File: src/rtl/fast_square_sweep_ctrl.sv
// Sweep sequencer for the fast-square baseband slicer: steps the LO through
// N points, settles, emits a restart marker, then gates record for a fixed word count.
module fast_square_sweep_ctrl #(
    parameter int STEP_W    = 8,
    parameter int CNT_W     = 16,
    parameter int WORD_BITS = 16
) (
    input  logic              clock_i,
    input  logic              reset_ni,
    input  logic              enable_i,
    input  logic              start_i,
    input  logic              continuous_i,
    input  logic [STEP_W-1:0] num_steps_i,
    input  logic [CNT_W-1:0]  settle_len_i,
    input  logic [CNT_W-1:0]  words_per_step_i,
    input  logic              sample_strobe_i,
    input  logic              fifo_full_i,
    output logic              freq_step_o,
    output logic              record_o,
    output logic              restart_data_o,
    output logic              data_out_strobe_o,
    output logic [STEP_W-1:0] step_index_o,
    output logic              busy_o,
    output logic              done_o,
    output logic              overrun_o
);

    localparam int BIT_W = (WORD_BITS > 1) ? $clog2(WORD_BITS) : 1;
    localparam logic [BIT_W-1:0]  BIT_LAST = BIT_W'(WORD_BITS - 1);
    localparam logic [BIT_W-1:0]  BIT_ONE  = BIT_W'(1);
    localparam logic [CNT_W-1:0]  CNT_ONE  = CNT_W'(1);
    localparam logic [STEP_W-1:0] STEP_ONE = STEP_W'(1);

    typedef enum logic [2:0] {
        S_IDLE, S_STEP, S_SETTLE, S_MARK, S_RECORD, S_NEXT, S_DONE
    } state_e;

    state_e             state_q, state_d;
    logic [CNT_W-1:0]   settle_cnt_q, settle_cnt_d;
    logic [BIT_W-1:0]   bit_cnt_q, bit_cnt_d;
    logic [CNT_W-1:0]   word_cnt_q, word_cnt_d;
    logic [STEP_W-1:0]  step_q, step_d;
    logic [STEP_W-1:0]  num_steps_q, num_steps_d;
    logic [CNT_W-1:0]   settle_len_q, settle_len_d;
    logic [CNT_W-1:0]   words_q, words_d;
    logic               continuous_q, continuous_d;
    logic               word_strobe_d;
    logic               overrun_q, overrun_d;
    logic               freq_step_q, record_q, restart_q, data_out_strobe_q, busy_q, done_q;
    logic               settle_hit;

    // The strobe that completes the settle count ends SETTLE in the same cycle.
    assign settle_hit = (settle_cnt_q == settle_len_q) ||
                        (sample_strobe_i && (settle_cnt_q + CNT_ONE == settle_len_q));

    // NOTE: every always_comb output gets a default first so no latch is inferred.
    always_comb begin
        state_d       = state_q;
        settle_cnt_d  = settle_cnt_q;
        bit_cnt_d     = bit_cnt_q;
        word_cnt_d    = word_cnt_q;
        step_d        = step_q;
        num_steps_d   = num_steps_q;
        settle_len_d  = settle_len_q;
        words_d       = words_q;
        continuous_d  = continuous_q;
        word_strobe_d = 1'b0;
        overrun_d     = overrun_q | (data_out_strobe_q & fifo_full_i);

        unique case (state_q)
            S_IDLE: begin
                if (start_i && enable_i) begin
                    state_d      = S_STEP;
                    step_d       = '0;
                    overrun_d    = 1'b0;
                    num_steps_d  = (num_steps_i == '0) ? STEP_ONE : num_steps_i;
                    settle_len_d = settle_len_i;
                    words_d      = (words_per_step_i == '0) ? CNT_ONE : words_per_step_i;
                    continuous_d = continuous_i;
                end
            end
            S_STEP: begin
                settle_cnt_d = '0;
                state_d      = S_SETTLE;
            end
            S_SETTLE: begin
                if (settle_hit) begin
                    state_d = S_MARK;
                end else if (sample_strobe_i) begin
                    settle_cnt_d = settle_cnt_q + CNT_ONE;
                end
            end
            S_MARK: begin
                bit_cnt_d  = '0;
                word_cnt_d = '0;
                state_d    = S_RECORD;
            end
            S_RECORD: begin
                if (sample_strobe_i) begin
                    if (bit_cnt_q == BIT_LAST) begin
                        bit_cnt_d     = '0;
                        word_cnt_d    = word_cnt_q + CNT_ONE;
                        word_strobe_d = 1'b1;
                        if (word_cnt_q + CNT_ONE == words_q) begin
                            state_d = S_NEXT;
                        end
                    end else begin
                        bit_cnt_d = bit_cnt_q + BIT_ONE;
                    end
                end
            end
            S_NEXT: begin
                if (step_q == num_steps_q - STEP_ONE) begin
                    if (continuous_q) begin
                        step_d  = '0;
                        state_d = S_STEP;
                    end else begin
                        state_d = S_DONE;
                    end
                end else begin
                    step_d  = step_q + STEP_ONE;
                    state_d = S_STEP;
                end
            end
            S_DONE:  state_d = S_IDLE;
            default: state_d = S_IDLE;
        endcase

        // Abort wins over everything: back to IDLE silently, index frozen.
        if (!enable_i && (state_q != S_IDLE)) begin
            state_d       = S_IDLE;
            step_d        = step_q;
            word_strobe_d = 1'b0;
        end
    end

    // NOTE: sequential state uses non-blocking assignments only.
    always_ff @(posedge clock_i or negedge reset_ni) begin
        if (!reset_ni) begin
            state_q           <= S_IDLE;
            settle_cnt_q      <= '0;
            bit_cnt_q         <= '0;
            word_cnt_q        <= '0;
            step_q            <= '0;
            num_steps_q       <= '0;
            settle_len_q      <= '0;
            words_q           <= '0;
            continuous_q      <= 1'b0;
            overrun_q         <= 1'b0;
            freq_step_q       <= 1'b0;
            record_q          <= 1'b0;
            restart_q         <= 1'b0;
            data_out_strobe_q <= 1'b0;
            busy_q            <= 1'b0;
            done_q            <= 1'b0;
        end else begin
            state_q           <= state_d;
            settle_cnt_q      <= settle_cnt_d;
            bit_cnt_q         <= bit_cnt_d;
            word_cnt_q        <= word_cnt_d;
            step_q            <= step_d;
            num_steps_q       <= num_steps_d;
            settle_len_q      <= settle_len_d;
            words_q           <= words_d;
            continuous_q      <= continuous_d;
            overrun_q         <= overrun_d;
            freq_step_q       <= (state_d == S_STEP);
            record_q          <= (state_d == S_MARK) || (state_d == S_RECORD);
            restart_q         <= (state_d == S_MARK);
            data_out_strobe_q <= (state_d == S_MARK) || word_strobe_d;
            busy_q            <= (state_d != S_IDLE);
            done_q            <= (state_d == S_DONE);
        end
    end

    assign freq_step_o       = freq_step_q;
    assign record_o          = record_q;
    assign restart_data_o    = restart_q;
    assign data_out_strobe_o = data_out_strobe_q;
    assign step_index_o      = step_q;
    assign busy_o            = busy_q;
    assign done_o            = done_q;
    assign overrun_o         = overrun_q;

endmodule
File: config.mk
export PLATFORM = sky130hd
export DESIGN_NAME = fast_square_sweep_ctrl
export DESIGN_NICKNAME = d
export VERILOG_FILES = /design/src/rtl/fast_square_sweep_ctrl.sv
export SDC_FILE = /design/constraint.sdc
export NUM_CORES = 1
export LEC_CHECK = 0
export ABC_CLOCK_PERIOD_IN_PS = 3780
export CAP_MARGIN = 20
export CORE_UTILIZATION = 40
export DETAILED_ROUTE_END_ITERATION = 6
export PLACE_DENSITY = 0.63
export SYNTH_ARGS = -nofsm -noshare
export SYNTH_HDL_FRONTEND = slang
export SYNTH_SLANG_ARGS = --single-unit
File: constraint.sdc
create_clock -name clock_i -period 3.78 [get_ports clock_i]
set_input_delay 1.134 -clock clock_i [delete_from_list [all_inputs] [get_ports clock_i]]
set_output_delay 1.134 -clock clock_i [all_outputs]
set_load 0.005 [all_outputs]
==> metrics.txt, run 1 <==
status=finished, final reports clean; TritonCTS Buffers=9; Iteration-0 DRC Markers=313; GRT Util Overall=0.199; Die ar.=14500 sq um; fmax=314 MHz; routed vias/inst=5.71; DRT Pass-1 Iters=4; Synth cell types=65; GPL Wtd Cong=0.874; initial antenna violation count=0; first-pass GRT wire length=22800 microns; hold crit path type=reg -> reg; cts hold-fix bufs=0; Yosys reg bits=95; Worst Path Class, Setup=reg -> reg; RSZ-0062 raised after global routing=false; fin. max-slew vios=0; CTS clock-pin slew for the worst setup and hold paths=0.07 ns; clk sink count=95; layout cells sized above 1=0.114; Post-synth ARST share=1.00; max cap viols=0; Die Ht=121 microns; Final Setup Violations=0; Critical Path AT=3.42 ns; vias after detailed routing=4708; post-layout net count=695; I/O Pins=62; Worst Path Max Fanout=22; Fin. Hold Viols=0; net count after synthesis=642; CTS max path bufs=2; fillers=1278; LEAKAGE=2.71 nW; post-CTS setup buffer count=0; sequential area share after synthesis=0.423; I/O Buffers=61; largest net degree at the start of global routing=55; Routed WL=13500 microns; fin crit period=3.18 ns; Post-synth top flop=dfrtp_1; post-cts gate resize count=0; clock skew=0.0117 ns; Mapped Cells=590; row cnt=42; HPWL after detailed placement=9840 microns; EDFF count, synth=0; setup_tns=0 ns; GRT overflow=0; hold_ws=0.505 ns; startpoint type of the worst setup path=flip-flop; H-Tree Depth=3; relative slew slack=0.529; root buf cell=clkbuf_16; post-synth design cell area=5620 sq um; vias in the first global route=4620; per-cell routed wire length=16.4 microns; maximum VDD drop=0.339 mV; ant diodes=0; Initial Utilization=0.418; fin crit share=0.841; Worst Max-Slew Pin Slew=0.697 ns; worst-skew pair later-pin latency=0.36 ns; WP data required=4.02 ns; Syn Area/Cell=9.53 sq um; chip width=121 microns; # DRC=0; CTS tree=yes; Detail Route Antenna Nets=0; core area=13500 sq um; Crit. End Element=flip-flop; synth warn=0; synth-to-layout area growth=20.2%; power per standard cell area=588 nW/um^2
final cells by class:
type | instances | area, sq um | area share
clock buffers | 10 | 239 | 0.0354
repair buffers | 69 | 681 | 0.101
well taps | 176 | 220 | 0.0326
clock inverters | 6 | 116 | 0.0172
flip-flops and latches | 95 | 2380 | 0.352
multi-input cells | 456 | 3080 | 0.455
inverters | 12 | 45.0 | 0.00667
cells in the mapped netlist, drive strengths merged, types with 3 or more instances:
library cell,number,area [sq um]
xor2,20,175
or3,6,37.5
nor3,11,55.1
inv,12,45.0
xnor2,32,280
a211oi,4,30.0
a21oi,18,93.8
a21o,4,30.0
or2,3,18.8
ha,5,62.6
nor2,38,143
o31a,4,35.0
nor2b,7,43.8
o31ai,13,97.6
nand4b,3,26.3
clkbuf,14,52.6
mux2i,4,40.0
and2,7,43.8
nand3,22,110
o21ai,57,289
o41ai,5,43.8
buf,13,77.6
and3,10,62.6
nand2,54,205
nand2b,10,62.6
a211o,3,26.3
dfrtp,95,2380
nand4,11,83.8
o211ai,9,72.6
nor4,12,75.1
or4,8,60.1
mux2,37,417
and4,3,26.3
nor3b,4,30.0
a31oi,7,50.1
layout by cell type, fill, tap and decap left out, types with 7 or more instances in the layout:
cell	synthesis	final
nand4_1	10	10
and3_1	10	10
xor2_1	20	20
mux2_2	37	37
clkdlybuf4s50_1	0	60
nor4_1	12	12
nor2_1	38	37
nand3_1	22	22
nor2b_1	7	7
xnor2_1	32	32
a21oi_1	17	17
buf_4	1	8
or4_1	8	8
o21ai_0	51	51
nor3_1	11	11
nand2_1	53	53
clkbuf_16	0	9
dfrtp_1	95	95
o31ai_1	13	13
inv_1	12	12
nand2b_1	10	10
and2_1	7	7
o211ai_1	8	8
power breakdown:
part           internal (W)  switching, W
Sequential          0.00128      0.000279
Combinational      0.000692      0.000630
Clock              0.000670      0.000418
worst max-delay path: stages, from the launching register on:
cell and delay [ns]:
dfrtp_1 0.51, ha_1 0.33, nand3_1 0.27, or3_1 0.59, a211o_1 0.34, a211oi_1 0.27, o211ai_2 0.14, nand2_2 0.33
nor4_1 0.09, o21a_1 0.17
cells by family after synthesis:
family / share of synthesized area
fa+ha+maj: 0.0111
flops: 0.423
mux: 0.0813
compound gates: 0.161
simple gates: 0.203
xor+xnor: 0.0890
buf+inv: 0.0312
final timing paths:
path	to	cells after the start	start	slack, ns
max	settle_cnt_q[12]$_DFFE_PN0P_	9	settle_cnt_q[0]$_DFFE_PN0P_	0.60
min	overrun_o$_DFF_PN0_	2	overrun_o$_DFF_PN0_	0.51
max reg2reg	settle_cnt_q[12]$_DFFE_PN0P_	9	settle_cnt_q[0]$_DFFE_PN0P_	0.60
min reg2reg	overrun_o$_DFF_PN0_	2	overrun_o$_DFF_PN0_	0.51
max in group asynchronous	continuous_q$_DFFE_PN0P_	2	reset_ni	2.31
min in group asynchronous	words_q[2]$_DFFE_PN0P_	1	reset_ni	0.77
flip-flops by register name (all words and copies together) (netlist names), 3 cells and up:
| signal | cells |
|---|---|
| num_steps_q | 8 |
| step_index_o | 8 |
| words_q | 16 |
| word_cnt_q | 16 |
| state_q | 3 |
| bit_cnt_q | 4 |
| settle_cnt_q | 16 |
| settle_len_q | 16 |
per-stage QoR:
step	setup WS, ns	util	power (W)	instances	cell area (sq um)
2_1_floorplan	0.806	-	0.00253	590	5620
3_3_place_gp	0.396	0.476	0.00286	808	6400
3_5_place_dp	0.319	0.476	0.00291	808	6400
4_1_cts	0.619	0.502	0.00401	824	6750
5_1_grt	0.355	0.502	0.00424	824	6750
6_report	0.600	0.502	0.00397	824	6750
per-layer routing:
metal	vias to the layer above	global-route usage	routed length (microns)
li1	2262	-	-
met1	2309	0.249	5890
met2	108	0.331	6750
met3	29	0.0514	536
met4	0	0.0671	310
met5	-	0	0
No activity file was read; power rests on OpenSTA's default activity.
==> run 2: changes to the inputs <==
--- a/config.mk
+++ b/config.mk
@@ -5,11 +5,11 @@
 export SDC_FILE = /design/constraint.sdc
 export NUM_CORES = 1
 export LEC_CHECK = 0
-export ABC_CLOCK_PERIOD_IN_PS = 3780
+export ABC_CLOCK_PERIOD_IN_PS = 2800
 export CAP_MARGIN = 20
 export CORE_UTILIZATION = 40
 export DETAILED_ROUTE_END_ITERATION = 6
-export PLACE_DENSITY = 0.63
+export PLACE_DENSITY = 0.65
 export SYNTH_ARGS = -nofsm -noshare
 export SYNTH_HDL_FRONTEND = slang
 export SYNTH_SLANG_ARGS = --single-unit
==> constraint.sdc (replaced) <==
create_clock -name clock_i -period 2.8 [get_ports clock_i]
set_input_delay 0.84 -clock clock_i [delete_from_list [all_inputs] [get_ports clock_i]]
set_output_delay 0.84 -clock clock_i [all_outputs]
set_load 0.005 [all_outputs]
==> run 2 against run 1 <==
  * Clock power up 24%
  * Final area up 3.6%
  * Critical path type unchanged
  * First-iteration DRC count up 17%
  * Largest power group unchanged
  * Routed wire length up 2.0%
  * Highest routed layer unchanged
  * Clock skew down 0.0031 ns
  * Combinational power up 45%
  * Via count up 2.3%
  * Sequential power up 35%
  * Flip-flop and latch count unchanged
  * Maximum frequency up 20%
  * Non-clock buffer count up 31
==> metrics.txt, run 2 (synthesized netlist as in run 1, its figures left out) <==
fmax=378 MHz (was 314 MHz); fin crit period=2.65 ns (was 3.18 ns); Iteration-0 DRC Markers=365 (was 313); Detail Route Antenna Nets=0 (unchanged); I/O Pins=62 (unchanged); # DRC=0 (unchanged); Worst Path Max Fanout=7 (was 22); CTS clock-pin slew for the worst setup and hold paths=0.07 ns (about the same); startpoint type of the worst setup path=flip-flop (unchanged); pre-CTS setup slack=-0.201 ns (was 0.319 ns); core area=13500 sq um (unchanged); worst-skew pair later-pin latency=0.35 ns (was 0.36 ns); ant diodes=0 (unchanged); CTS tree=yes (unchanged); per-cell routed wire length=16.1 microns (was 16.4 microns); setup_tns=0 ns (unchanged); Crit. End Element=flip-flop (unchanged); routed vias/inst=5.64 (was 5.71); Initial Utilization=0.418 (unchanged); Final Setup Violations=0 (unchanged); max cap viols=0 (unchanged); hold crit path type=in -> async (was reg -> reg); Clk network pwr share=0.251 (was 0.274); first-pass GRT wire length=22900 microns (was 22800 microns); LEAKAGE=2.83 nW (was 2.71 nW); GPL Wtd Cong=0.909 (was 0.874); power per standard cell area=767 nW/um^2 (was 588 nW/um^2); vias after detailed routing=4815 (was 4708); RSZ-0062 raised after global routing=true (was false); Die Ht=121 microns (unchanged); DRT Pass-1 Iters=5 (was 4); Total Power=0.00537 W (was 0.00397 W); reg2reg start=num_steps_q[1]$_DFFE_PN0P_ (was settle_cnt_q[0]$_DFFE_PN0P_); relative slew slack=0.597 (was 0.529); clk sink count=95 (unchanged); Worst Path Class, Setup=reg -> reg (unchanged); initial antenna violation count=0 (unchanged); setup slack after layout=0.151 ns (was 0.600 ns); row cnt=42 (unchanged); Sequential Power Share=0.391 (was 0.393); Worst Max-Slew Pin Slew=0.599 ns (was 0.697 ns); fin. max-slew vios=0 (unchanged); H-Tree Depth=3 (unchanged); clock skew=0.00860 ns (was 0.0117 ns); hold_ws=0.401 ns (was 0.505 ns); Comb pwr share=0.358 (was 0.333); FF-to-FF End=step_index_o[7]$_DFFE_PN0P_ (was settle_cnt_q[12]$_DFFE_PN0P_); fin crit share=0.946 (was 0.841); WP data required=3.06 ns (was 4.02 ns); Fin. Hold Viols=0 (unchanged); Critical Path AT=2.91 ns (was 3.42 ns); CTS max path bufs=2 (unchanged); HPWL after detailed placement=9960 microns (was 9840 microns); I/O Buffers=61 (unchanged); Die ar.=14500 sq um (unchanged); post-layout net count=726 (was 695); commonest non-fill, non-tap cell in the layout=dfrtp_1 (unchanged); Routed WL=13800 microns (was 13500 microns); synth-to-layout area growth=24.5% (was 20.2%); Switching Share=0.332 (was 0.334); Reg2Reg Depth=12 (was 9); most frequent cells in the layout=92 x dfrtp_1, 60 x clkdlybuf4s50_1, 53 x nand2_1 (was 95 x dfrtp_1, 60 x clkdlybuf4s50_1, 53 x nand2_1); R2R Setup Slk=0.15 ns (was 0.60 ns); GRT overflow=0 (unchanged); status=finished, final reports clean (unchanged); Net Switching=0.00178 W (was 0.00133 W); maximum VDD drop=0.482 mV (was 0.339 mV); root buf cell=clkbuf_16 (unchanged); largest net degree at the start of global routing=70 (was 55); GRT Util Overall=0.199 (about the same); Int Power=0.00359 W (was 0.00265 W); TritonCTS Buffers=9 (unchanged); chip width=121 microns (unchanged); vias in the first global route=4738 (was 4620); layout cells sized above 1=0.168 (was 0.114); final core utilization=0.520 (was 0.502)
-- run 2: area by class of cell --
type,count,area (sq um)
flip-flops and latches,95,2380
inverters,12,45.0
multi-input cells,456,3100
well taps,176,220
clock buffers,11,253
clock inverters,3,67.6
fillers,1235,6460
repair buffers,100,926
-- run 2: worst max path at each step --
stage                     slack (ns)                      endpoint                   startpoint
after detailed placement       -0.20  settle_cnt_q[12]$_DFFE_PN0P_              sample_strobe_i
final                           0.15   step_index_o[7]$_DFFE_PN0P_   num_steps_q[1]$_DFFE_PN0P_
after CTS                       0.02  settle_cnt_q[14]$_DFFE_PN0P_  settle_cnt_q[0]$_DFFE_PN0P_
after global routing           -0.04   step_index_o[7]$_DFFE_PN0P_   num_steps_q[1]$_DFFE_PN0P_
after global placement         -0.18  settle_cnt_q[12]$_DFFE_PN0P_              sample_strobe_i
after floorplan                 0.12  settle_cnt_q[11]$_DFFE_PN0P_              sample_strobe_i
-- run 2: power by group through the flow --
| stage | logic [W] | clock network [W] | registers (W) |
|---|---|---|---|
| floorplan | 0.00139 | 0 | 0.00203 |
| global placement | 0.00185 | 0 | 0.00210 |
| detailed placement | 0.00190 | 0 | 0.00212 |
| CTS | 0.00191 | 0.00138 | 0.00210 |
| global route | 0.00211 | 0.00143 | 0.00216 |
| finish | 0.00192 | 0.00135 | 0.00210 |
-- run 2: critical path, cell delays in order (launching register included) --
cell and delay (ns):
dfrtp_1 0.39, inv_1 0.08, ha_1 0.25, xnor3_1 0.38, nand4_1 0.09, a31o_2 0.27, o31a_1 0.14, o41a_1 0.41
o211ai_1 0.11, buf_4 0.16, buf_4 0.12, o21ai_0 0.08, o31ai_1 0.08
-- run 2: what timing repair did --
item                       in CTS  in global routing
setup endpoints to repair       0                 22
gates resized for setup         0                 11
hold buffers                    0                  0
setup buffers                   0                  1
-- run 2: per-stage QoR --
step | instances | area, sq um
finish | 853 | 7000
global placement | 838 | 6640
detailed placement | 838 | 6640
CTS | 852 | 6960
floorplan | 590 | 5620
global route | 853 | 7000
-- run 2: metal layers --
layer | GRT usage | vias to the layer above | wire length, microns
li1 | - | 2324 | -
met1 | 0.245 | 2359 | 5980
met2 | 0.338 | 111 | 6920
met3 | 0.0500 | 21 | 587
met4 | 0.0679 | 0 | 274
met5 | 0 | - | 0
